--- src/rtl/instr_fetch_issue.sv ---
// Front end of the 16-bit core: PC, instruction fetch over req/ack,
// issue to decode over valid/ready, redirect squash and illegal-opcode halt.
module instr_fetch_issue #(
  parameter int          ADDR_W     = 16,
  parameter logic [15:0] RESET_PC   = 16'h0000,
  parameter logic [3:0]  MAX_OPCODE = 4'b0100
) (
  input  logic              clock,
  input  logic              reset,
  output logic              imem_req,
  output logic [ADDR_W-1:0] imem_addr,
  input  logic              imem_ack,
  input  logic [15:0]       imem_rdata,
  output logic              instr_valid,
  input  logic              instr_ready,
  output logic [15:0]       instr,
  output logic [3:0]        opcode,
  output logic [ADDR_W-1:0] instr_pc,
  input  logic              redirect_valid,
  input  logic [ADDR_W-1:0] redirect_target,
  output logic              fault,
  output logic [ADDR_W-1:0] fault_pc
);

  typedef enum logic [1:0] {
    REQ   = 2'd0,
    ISSUE = 2'd1,
    HALT  = 2'd2
  } state_t;

  state_t            state, state_n;
  logic [ADDR_W-1:0] pc, pc_n;
  logic [ADDR_W-1:0] req_addr, req_addr_n;
  logic              discard, discard_n;
  logic              gap, gap_n;
  logic [15:0]       instr_n;
  logic [ADDR_W-1:0] instr_pc_n;
  logic              fault_n;
  logic [ADDR_W-1:0] fault_pc_n;
  logic              ack;
  logic [ADDR_W-1:0] pc_inc;

  // gap holds the request low for one cycle (after reset or a dropped ack)
  assign imem_req    = (state == REQ) && !gap;
  assign imem_addr   = imem_req ? req_addr : '0;
  assign instr_valid = (state == ISSUE);
  assign opcode      = instr[15:12];
  assign ack         = imem_req && imem_ack;
  assign pc_inc      = instr_pc + ADDR_W'(1);

  // state register; an ack seen while reset=1 is ignored
  always_ff @(posedge clock) begin
    if (reset) begin
      state    <= REQ;
      pc       <= ADDR_W'(RESET_PC);
      req_addr <= ADDR_W'(RESET_PC);
      discard  <= 1'b0;
      gap      <= 1'b1;
      instr    <= '0;
      instr_pc <= '0;
      fault    <= 1'b0;
      fault_pc <= '0;
    end else begin
      state    <= state_n;
      pc       <= pc_n;
      req_addr <= req_addr_n;
      discard  <= discard_n;
      gap      <= gap_n;
      instr    <= instr_n;
      instr_pc <= instr_pc_n;
      fault    <= fault_n;
      fault_pc <= fault_pc_n;
    end
  end

  // next state: redirect outranks ack and handshake; HALT is terminal
  always_comb begin
    state_n    = state;
    pc_n       = pc;
    req_addr_n = req_addr;
    discard_n  = discard;
    gap_n      = gap;
    instr_n    = instr;
    instr_pc_n = instr_pc;
    fault_n    = fault;
    fault_pc_n = fault_pc;
    case (state)
      REQ: begin
        if (gap) begin
          gap_n = 1'b0;
          if (redirect_valid) begin
            pc_n       = redirect_target;
            req_addr_n = redirect_target;
          end
        end else if (redirect_valid) begin
          pc_n = redirect_target;
          if (ack) begin
            gap_n      = 1'b1;
            discard_n  = 1'b0;
            req_addr_n = redirect_target;
          end else begin
            discard_n = 1'b1;
          end
        end else if (ack) begin
          if (discard) begin
            discard_n  = 1'b0;
            gap_n      = 1'b1;
            req_addr_n = pc;
          end else begin
            instr_n    = imem_rdata;
            instr_pc_n = req_addr;
            if (imem_rdata[15:12] > MAX_OPCODE) begin
              fault_n    = 1'b1;
              fault_pc_n = req_addr;
              state_n    = HALT;
            end else begin
              state_n = ISSUE;
            end
          end
        end
      end
      ISSUE: begin
        if (redirect_valid) begin
          pc_n       = redirect_target;
          req_addr_n = redirect_target;
          state_n    = REQ;
        end else if (instr_ready) begin
          pc_n       = pc_inc;
          req_addr_n = pc_inc;
          state_n    = REQ;
        end
      end
      HALT: begin
        state_n = HALT;
      end
      default: begin
        state_n = HALT;
      end
    endcase
  end

endmodule

--- config.mk ---
export PLATFORM = sky130hd
export DESIGN_NAME = instr_fetch_issue
export DESIGN_NICKNAME = d
export VERILOG_FILES = /design/src/rtl/instr_fetch_issue.sv
export SDC_FILE = /design/constraint.sdc
export NUM_CORES = 1
export LEC_CHECK = 0
export ABC_AREA = 1
export CAP_MARGIN = 20
export CORE_UTILIZATION = 35
export DETAILED_ROUTE_END_ITERATION = 12
export PLACE_DENSITY = 0.61
export SKIP_LAST_GASP = 1
export SLEW_MARGIN = 20
export SYNTH_ARGS = -nofsm -noshare
export SYNTH_HDL_FRONTEND = slang
export SYNTH_SLANG_ARGS = --single-unit
export TNS_END_PERCENT = 100
--- constraint.sdc ---
create_clock -name clock -period 1.8 [get_ports clock]
set_clock_uncertainty 0.05 [all_clocks]
set_input_delay 0.36 -clock clock [delete_from_list [all_inputs] [get_ports clock]]
set_output_delay 0.36 -clock clock [all_outputs]
set_load 0.01 [all_outputs]
# After elaboration in Yosys (flattened, before gate mapping)
# Cells that the tools add are included.
op_classes:
  muxes: 27
  reduce_logical: 12
  add_sub_neg: 1
  n_bitwise: 3
  order_cmp: 1
  n_eq_ne: 11
op_table:
  columns: ["op", "count"]
  rows:
  - ["2-to-1 mux 16 bit", 9]
  - ["case mux 16 bit (2 select lines)", 2]
  - ["adder 16 x 1 -> 16 bit, second input constant", 1]
  - ["2-to-1 mux 2 bit", 7]
  - ["inequality test 3 bit, second input constant", 4]
  - ["AND reduction 6 bit", 2]
  - ["inequality test 2 bit, second input constant", 5]
  - ["AND reduction 5 bit", 2]
  - ["2-to-1 mux 1 bit", 8]
  - ["AND reduction 3 bit", 2]
  - ["> comparator 4 x 3 -> 1 bit, second input constant", 1]
  - ["case mux 2 bit (2 select lines)", 1]
  - ["nonzero test 2 bit", 2]
  - ["inequality test 3 x 1 -> 1 bit, second input constant", 1]
  - ["inverter 1 bit", 3]
  - ["== test 2 x 1 -> 1 bit, second input constant", 1]
  - ["logical AND 1 bit", 2]
  - ["logical NOT 2 bit", 1]
  - ["logical NOT 1 bit", 1]
totals:
  elab_cells: 64
  in_bits: 37
  output_inout_bits: 71
  reg_bits: 85

# Logic depth before layout (Yosys ltp)
logic_depth:
  depth_word: 7
  ltp_mapped: 9
  mapped_depth_nobuf: 9

# Least setup slack after synthesis
# Ideal clock, no wire load.
synth_path:
  path_kind: "reg-to-reg"
  startpoint: "register instr_pc[1]"
  endpoint: "register req_addr[6]"
  n_path_buf: 0
  t_required_ns: 1.641
  setup_time_ns: 0.109
  period_less_slack_ns: 1.498
  slack_ns: 0.302
  path_stages_with_launch: 9
  arrival_ns: 1.339
  path_cell_list: "dfxtp_1 -> ha_1 -> nand3_1 -> nor2_1 -> xor2_1 -> o21ai_0 -> nand2_1 -> nand2_1 -> inv_1"
synth_via:
  elab_chain_cells: 4
synth_rtl:
  columns: ["element", "line", "source"]
  rows:
  - ["start, declared", "18", "output logic [ADDR_W-1:0] instr_pc,"]
  - ["start signal, assigned", "70", "instr_pc <= instr_pc_n;"]
  - ["adder 16 x 1 -> 16 bit", "49", "assign pc_inc = instr_pc + ADDR_W'(1);"]
  - ["2-to-1 mux 16 bit", "127", "end else if (instr_ready) begin"]
  - ["2-to-1 mux 16 bit", "123", "if (redirect_valid) begin"]
  - ["case mux 16 bit (2 select lines)", "87", "case (state)"]
  - ["end signal, assigned", "56", "req_addr <= ADDR_W'(RESET_PC);"]
  - ["end signal, assigned", "66", "req_addr <= req_addr_n;"]
  - ["end, declared", "33", "logic [ADDR_W-1:0] req_addr, req_addr_n;"]
# Every way passes these cells. The select of a mux whose other input is x is not followed.
# A chain may end at the register's enable or synchronous reset.

# Final worst setup path
layout_path:
  startpoint: "register state[1]"
  endpoint: "output imem_req"
layout_via:
  elab_chain_cells: 2
layout_rtl:
  columns: ["element", "line", "source"]
  rows:
  - ["start, declared", "31", "state_t state, state_n;"]
  - ["start signal, assigned", "64", "state <= state_n;"]
  - ["logical NOT 2 bit", "44", "assign imem_req = (state == REQ) && !gap;"]
  - ["logical AND 1 bit", "44", null]
  - ["end, declared", "10", "output logic imem_req,"]
# Every way passes these cells.

==> qor.yml <==
outcome: "completed"
tritoncts: "built"
crit_slowest_cell: "dfxtp_2"
start_util_pct: 36.7
seqPwrFrac_pct: 42.9
start_kind: "register"
drt_iter0_markers: 205
grtUsageTotal_pct: 22.0
synth_cell_types: 29
routabilityCongestion: 0.790
synth_cells: 589
power.internal_mw: 3.55
power_frac_comb_pct: 16.5
worst_pin_slew_ns: 0.425
dp_hpwl_um: 8770
fin_crit_sh_pct: 99.4
die_y_um: 110
port_buffers: 107
holdPathStages: 2
syn_to_final_growth_pct: 39.5
drt-pass1-iter-count: 5
drc: 0
dieArea_mm2: 0.0120
period_needed_ns: 1.79
n_fill_cell: 1079
root_buffer: "clkbuf_16"
synth_fp_nets: 627
ys_seq_area_share_pct: 41.9
pwr_density_cell_mw_per_mm2: 847
clockBufferDepth: 2
path_buf_inv: 2
viasPerCell: 5.08
grt_max_degree: 47
synth-seq-cells: 85
crit_cells: 4
syn_avg_cell_area_um2: 6.90
cp.arrival_ns: 1.38
layout.nets: 735
h-tree-depth: 3
p_leak_nw: 2.28
ioPinCount: 108
grt_overflow: 0
cts.sink_count: 85
reg2reg_depth: 8
grt_pass1_vias: 3935
peakVddDrop_mv: 0.422
coreArea_mm2: 0.0111
placed_cell_area_mm2: 0.00536
clock_latency_ns: 0.34
rows: 38
netlist_area_mm2: 0.00406
path_cells: "nor2_4, nand2_8, inv_4, dlygate4sd2_1"
p_sw_mw: 1.26
critPathRequiredTime_ns: 1.39
min_path_type: "reg -> reg"
diodes: 0
path_delay_family: "buffers and inverters"
cts_inserted_buffers: 9
p_total_mw: 4.80
timing.hold.ws_ns: 0.429
slew_headroom_pct: 71.7
fin_area_mm2: 0.00567
drive_gt1_share_pct: 11.4
end_kind: "output pin"
cp-startpoint: "state[1]"
rsz0062_at_grt: "true"
vias: 4267
cap_violations: 0
crit_type: "reg -> out"
swShare_pct: 26.2
max_stage_delay_ns: 0.35
path_clk_slew_ns: 0.06
slew_violations: 0
fmax_mhz: 559
min-delay-start: "instr[9]"
cp_max_fo: 18
antenna_found_initial: 0
drt-total-wl_um: 12500
r2r-start: "instr_pc[0]"
hold_viol_final: 0
wl_per_cell_um: 14.9
ys.warnings.count: 0
grt_pass1_wl_um: 20100
ant_nets: 0
die_w_um: 110
finalSetupViolations: 0
p_clk_share_pct: 40.6
path summary, 6_finish.rpt:
kind                                      to  slack, ns
worst min-delay path                instr[9]       0.43
worst min register to register      instr[9]       0.43
worst max-delay path                imem_req       0.01
worst max register to register  req_addr[10]       0.17
what timing repair did:
action	CTS	global route
resized for setup	41	18
endpoints found under the setup margin	18	24
hold endpoints to repair	0	0
buffers inserted	1	0
hold buffers	0	0
pin swaps	2	1
cell type report:
| class | count | area [µm²] | area share (%) |
|---|---|---|---|
| clock buffer | 10 | 229 | 4.04 |
| clock inverter | 4 | 75.1 | 1.32 |
| inverter | 47 | 179 | 3.16 |
| multi-input combinational | 419 | 1990 | 35.1 |
| sequential | 85 | 1710 | 30.1 |
| tap | 140 | 175 | 3.09 |
| timing repair buffer | 135 | 1310 | 23.2 |
through the flow:
stage	utilization [%]	setup TNS (ns)	setup slack, ns	instances
CTS	51.4	-0.0296	-0.0296	840
finish	51.2	0	0.0104	840
global route	51.2	-0.508	-0.0681	840
detailed placement	48.4	-6.73	-0.163	825
floorplan	-	0	0.302	589
global placement	48.4	-4.52	-0.110	825
layout by cell type, fill, tap and decap left out, types with 2 or more instances in the layout:
master	Yosys	routed
xor2_1	6	6
nand2_1	65	65
a31oi_1	2	2
a211oi_1	7	7
buf_4	8	23
inv_2	5	6
clkinvlp_4	0	2
clkdlybuf4s15_2	0	6
nor2_2	2	5
o21ai_1	7	8
dlygate4sd2_1	0	2
inv_1	41	40
nor2_4	2	2
clkbuf_16	0	9
clkbuf_2	0	7
clkdlybuf4s50_1	0	89
o21ai_0	82	81
nand4_1	4	4
bufinv_16	0	2
dfxtp_2	0	6
dfxtp_1	85	79
clkdlybuf4s15_1	0	3
buf_12	0	5
a21oi_1	75	75
o21a_1	4	4
nand3_1	14	14
nor2_1	140	137
flip-flops by register name (all words and copies together), names as in the netlist:
signal	count
fault_pc	16
instr	16
instr_pc	16
pc	16
req_addr	16
state	2
discard	1
fault	1
gap	1
tightest hold or removal path, cell delays in order, from the launching register on:
cell     delay (ns)
dfxtp_1        0.32
nor2_1         0.04
nor2_1         0.08
logic make-up after synthesis:
kind of cell | Yosys count | synth area share [%]
flops | 85 | 41.9
compound gates | 180 | 23.3
buf+inv | 85 | 9.58
fa+ha+maj | 1 | 0.308
simple gates | 231 | 23.4
xor+xnor | 7 | 1.51
synthesized netlist by cell type:
cell       count  area, µm²
ha_1           1       12.5
nand2_4        2       22.5
inv_1         41        154
nand3_1       14       70.1
nand2_1       65        244
a211oi_1       7       52.6
nand4_1        4       25.0
xor2_1         6       52.6
nor2_2         2       12.5
o21ai_0       82        410
dfxtp_1       85       1700
buf_2         18       90.1
a21oi_2        1       8.76
nand3_2        1       10.0
xnor2_1        1       8.76
nor2_8         1       20.0
nor2_1       140        526
a21oi_1       75        375
nor2_4         2       22.5
o21a_1         4       30.0
inv_2          5       18.8
buf_6          2       22.5
o21ai_1        7       35.0
inv_4          1       6.26
buf_4          8       60.1
clkbuf_1      10       37.5
a31oi_1        2       12.5
a211oi_2       1       12.5
a2111oi_0      1       8.76
power groups by stage:
stage / Sequential (mW) / Clock [mW] / Combinational [mW]
5_1_grt: 2.07 / 2.05 / 0.877
2_1_floorplan: 2.09 / 0 / 0.403
4_1_cts: 2.06 / 1.97 / 0.792
6_report: 2.06 / 1.95 / 0.795
3_5_place_dp: 2.10 / 0 / 0.792
3_3_place_gp: 2.09 / 0 / 0.783
routing by layer:
metal,track usage [%],up-vias,share of wire (%)
met2,31.3,162,42
met5,0,-,0
met3,4.21,17,7.0
met1,32.3,1942,49
met4,8.95,0,1.4
li1,-,2146,-
(Power assumes the default switching activity.)
==> variant (config.mk and constraints unchanged) <==
`ADDR_W`: 16 -> 17.
--- a/src/rtl/instr_fetch_issue.sv
+++ b/src/rtl/instr_fetch_issue.sv
@@ -3,3 +3,3 @@
 module instr_fetch_issue #(
-  parameter int          ADDR_W     = 16,
+  parameter int          ADDR_W     = 17,
   parameter logic [15:0] RESET_PC   = 16'h0000,
Ports: changed (resized fault_pc, imem_addr, instr_pc and redirect_target); port bits go from 108 to 112. No check against the original RTL was run, so the function may have changed too.
==> variant against the original RTL <==
Total power is 3.5% higher; final cell count is 7.6% higher; critical path depth is 2 lower; clock power is 10% lower; count of clock-buffer cells in the layout is 1 lower; area after synthesis is 5.0% higher; combinational power is 27% higher; sequential cell count is 4 higher; synthesized cell count is 7.1% higher; design area is 5.6% higher; setup slack better by 0.019 ns; fmax is 1.1% higher; wire length is 7.3% higher.
==> variant: results (changes against the original RTL) <==
| Metric | Value |
|---|---|
| Combinational Power Share | `0.203 (+0.038)` |
| Sequential cell area share | `0.299 (-0.00263)` |
| Cells after synthesis | `631 (+7.1%)` |
| Pre-CTS WS | `-0.260 ns (-0.0969 ns)` |
| Distinct cells, synth | `31 (+6.9%)` |
| XOR/XNOR share of the synthesized area | `0.0144 (-0.000721)` |
| Global-route wire length before repair | `21600 µm (+7.8%)` |
| Outcome | `finished, final reports clean` |
| Seq pwr share | `0.445 (+0.016)` |
| Total GRT Usage | `0.218 (-0.00217)` |
| Adder-cell area share of the yosys netlist | `0.00293 (-0.000147)` |
| Via count | `4588 (+7.5%)` |
| Max-slew headroom | `0.738 (+0.0211)` |
| NonClk Buf Share | `0.243 (+0.0115)` |
| Reg-to-reg startpoint | `state[0]` |
| Inst Count DP | `888 (+7.6%)` |
| Critical Path Start Type | `flop` |
| Final Cell Area | `5990 µm² (+5.6%)` |
| Comb power | `1.01 mW (+27%)` |
| Post-synthesis sequential area ratio | `0.418 (-0.00125)` |
| Yosys reg bits | `89 (+4.7%)` |
| Multi-input gates | `448 (+6.9%)` |
| Synth cell count leaders | `nor2_1, dfxtp_1, a21oi_1` |
| Largest net degree at the start of global routing | `73 (+55%)` |
| Setup crit start | `instr_pc[1]` |
| Fraction of layout cells with a size suffix above 1 | `0.134 (+0.0197)` |
| Post-synthesis compound-gate area fraction | `0.233 (+0.000601)` |
| Post-CTS setup buffers | `0 (-1)` |
| Gpl congestion | `0.876 (+11%)` |
| Htree depth | `3 (unchanged)` |
| Worst vdd ir | `401 µV (-5.0%)` |
| Nets | `795 (+8.2%)` |
| Max FO, Critical Path | `4 (-14)` |
| Dominant cells by area after synthesis | `dfxtp_1, nor2_1, a21oi_1` |
| Vias in the first global route | `4360 (+11%)` |
| Reg2reg setup slack | `0.16 ns` |
| Area after DPL | `5780 µm² (+7.7%)` |
| Critical R2R Capture | `req_addr[1]` |
| WHS | `0.439 ns (+0.00999 ns)` |
| Worst Path Arrival | `1.36 ns (-0.02 ns)` |
| PostCTS Resize Cnt | `49 (+20%)` |
| Clock network share of area | `0.0454 (-0.00828)` |
| CP endpoint kind | `output port` |
| Buffers outside the clock class | `154 (+14%)` |
| Leak | `2.56 nW (+12%)` |
| Post-Syn Nets | `670 (+6.9%)` |
| End point of the critical path | `instr_pc[1]` |
| Buffers added on ports | `111 (+3.7%)` |
| HPWL Detailed | `9750 µm (+11%)` |
| CP max stage delay | `0.54 ns (+0.19 ns)` |
| Slowest CP cell | `clkdlybuf4s50_1` |
| Fillers | `1156 (+7.1%)` |
| Non-clk invs | `54 (+15%)` |
| Starting DRT DRC Count | `384 (+87%)` |
| Multi-input gate share of total cell area | `0.349 (-0.00190)` |
| WL final | `13400 µm (+7.3%)` |
| Wire per inst | `14.8 µm (-0.31%)` |
| Fmax | `565 MHz (+1.1%)` |
| Internal Power | `3.52 mW (-0.84%)` |
-- variant: changes by cell type in the layout (fill, tap and decap cells not counted), sizes merged, moves of 4 or more --
cell / delta
buf: +20
clkdlybuf4s15: -8
a21oi: +7
o21ai: +5
clkbuf: +4
inv: +7
nor2: +8
dfxtp: +4
nand2: +8
dlymetal6s2s: +4
clkinv: +7
-- variant: metal layers --
| layer | track usage | part of all wire | up-vias |
|---|---|---|---|
| met5 | 0 | 0 | - |
| met3 | 0.0459 | 0.047 | 16 |
| met2 | 0.380 | 0.50 | 120 |
| met4 | 0.0747 | 0.017 | 0 |
| met1 | 0.267 | 0.44 | 2148 |
| li1 | - | - | 2304 |
-- variant: how the worst min path moves through the flow --
stage,start,to,cells past startpoint
global route,instr[4],instr[4],2
finish,instr[7],instr[7],2
global placement,instr[2],instr[2],2
CTS,instr[2],instr[2],2
detailed placement,instr[8],instr[8],2
floorplan,req_addr[0],req_addr[0],2
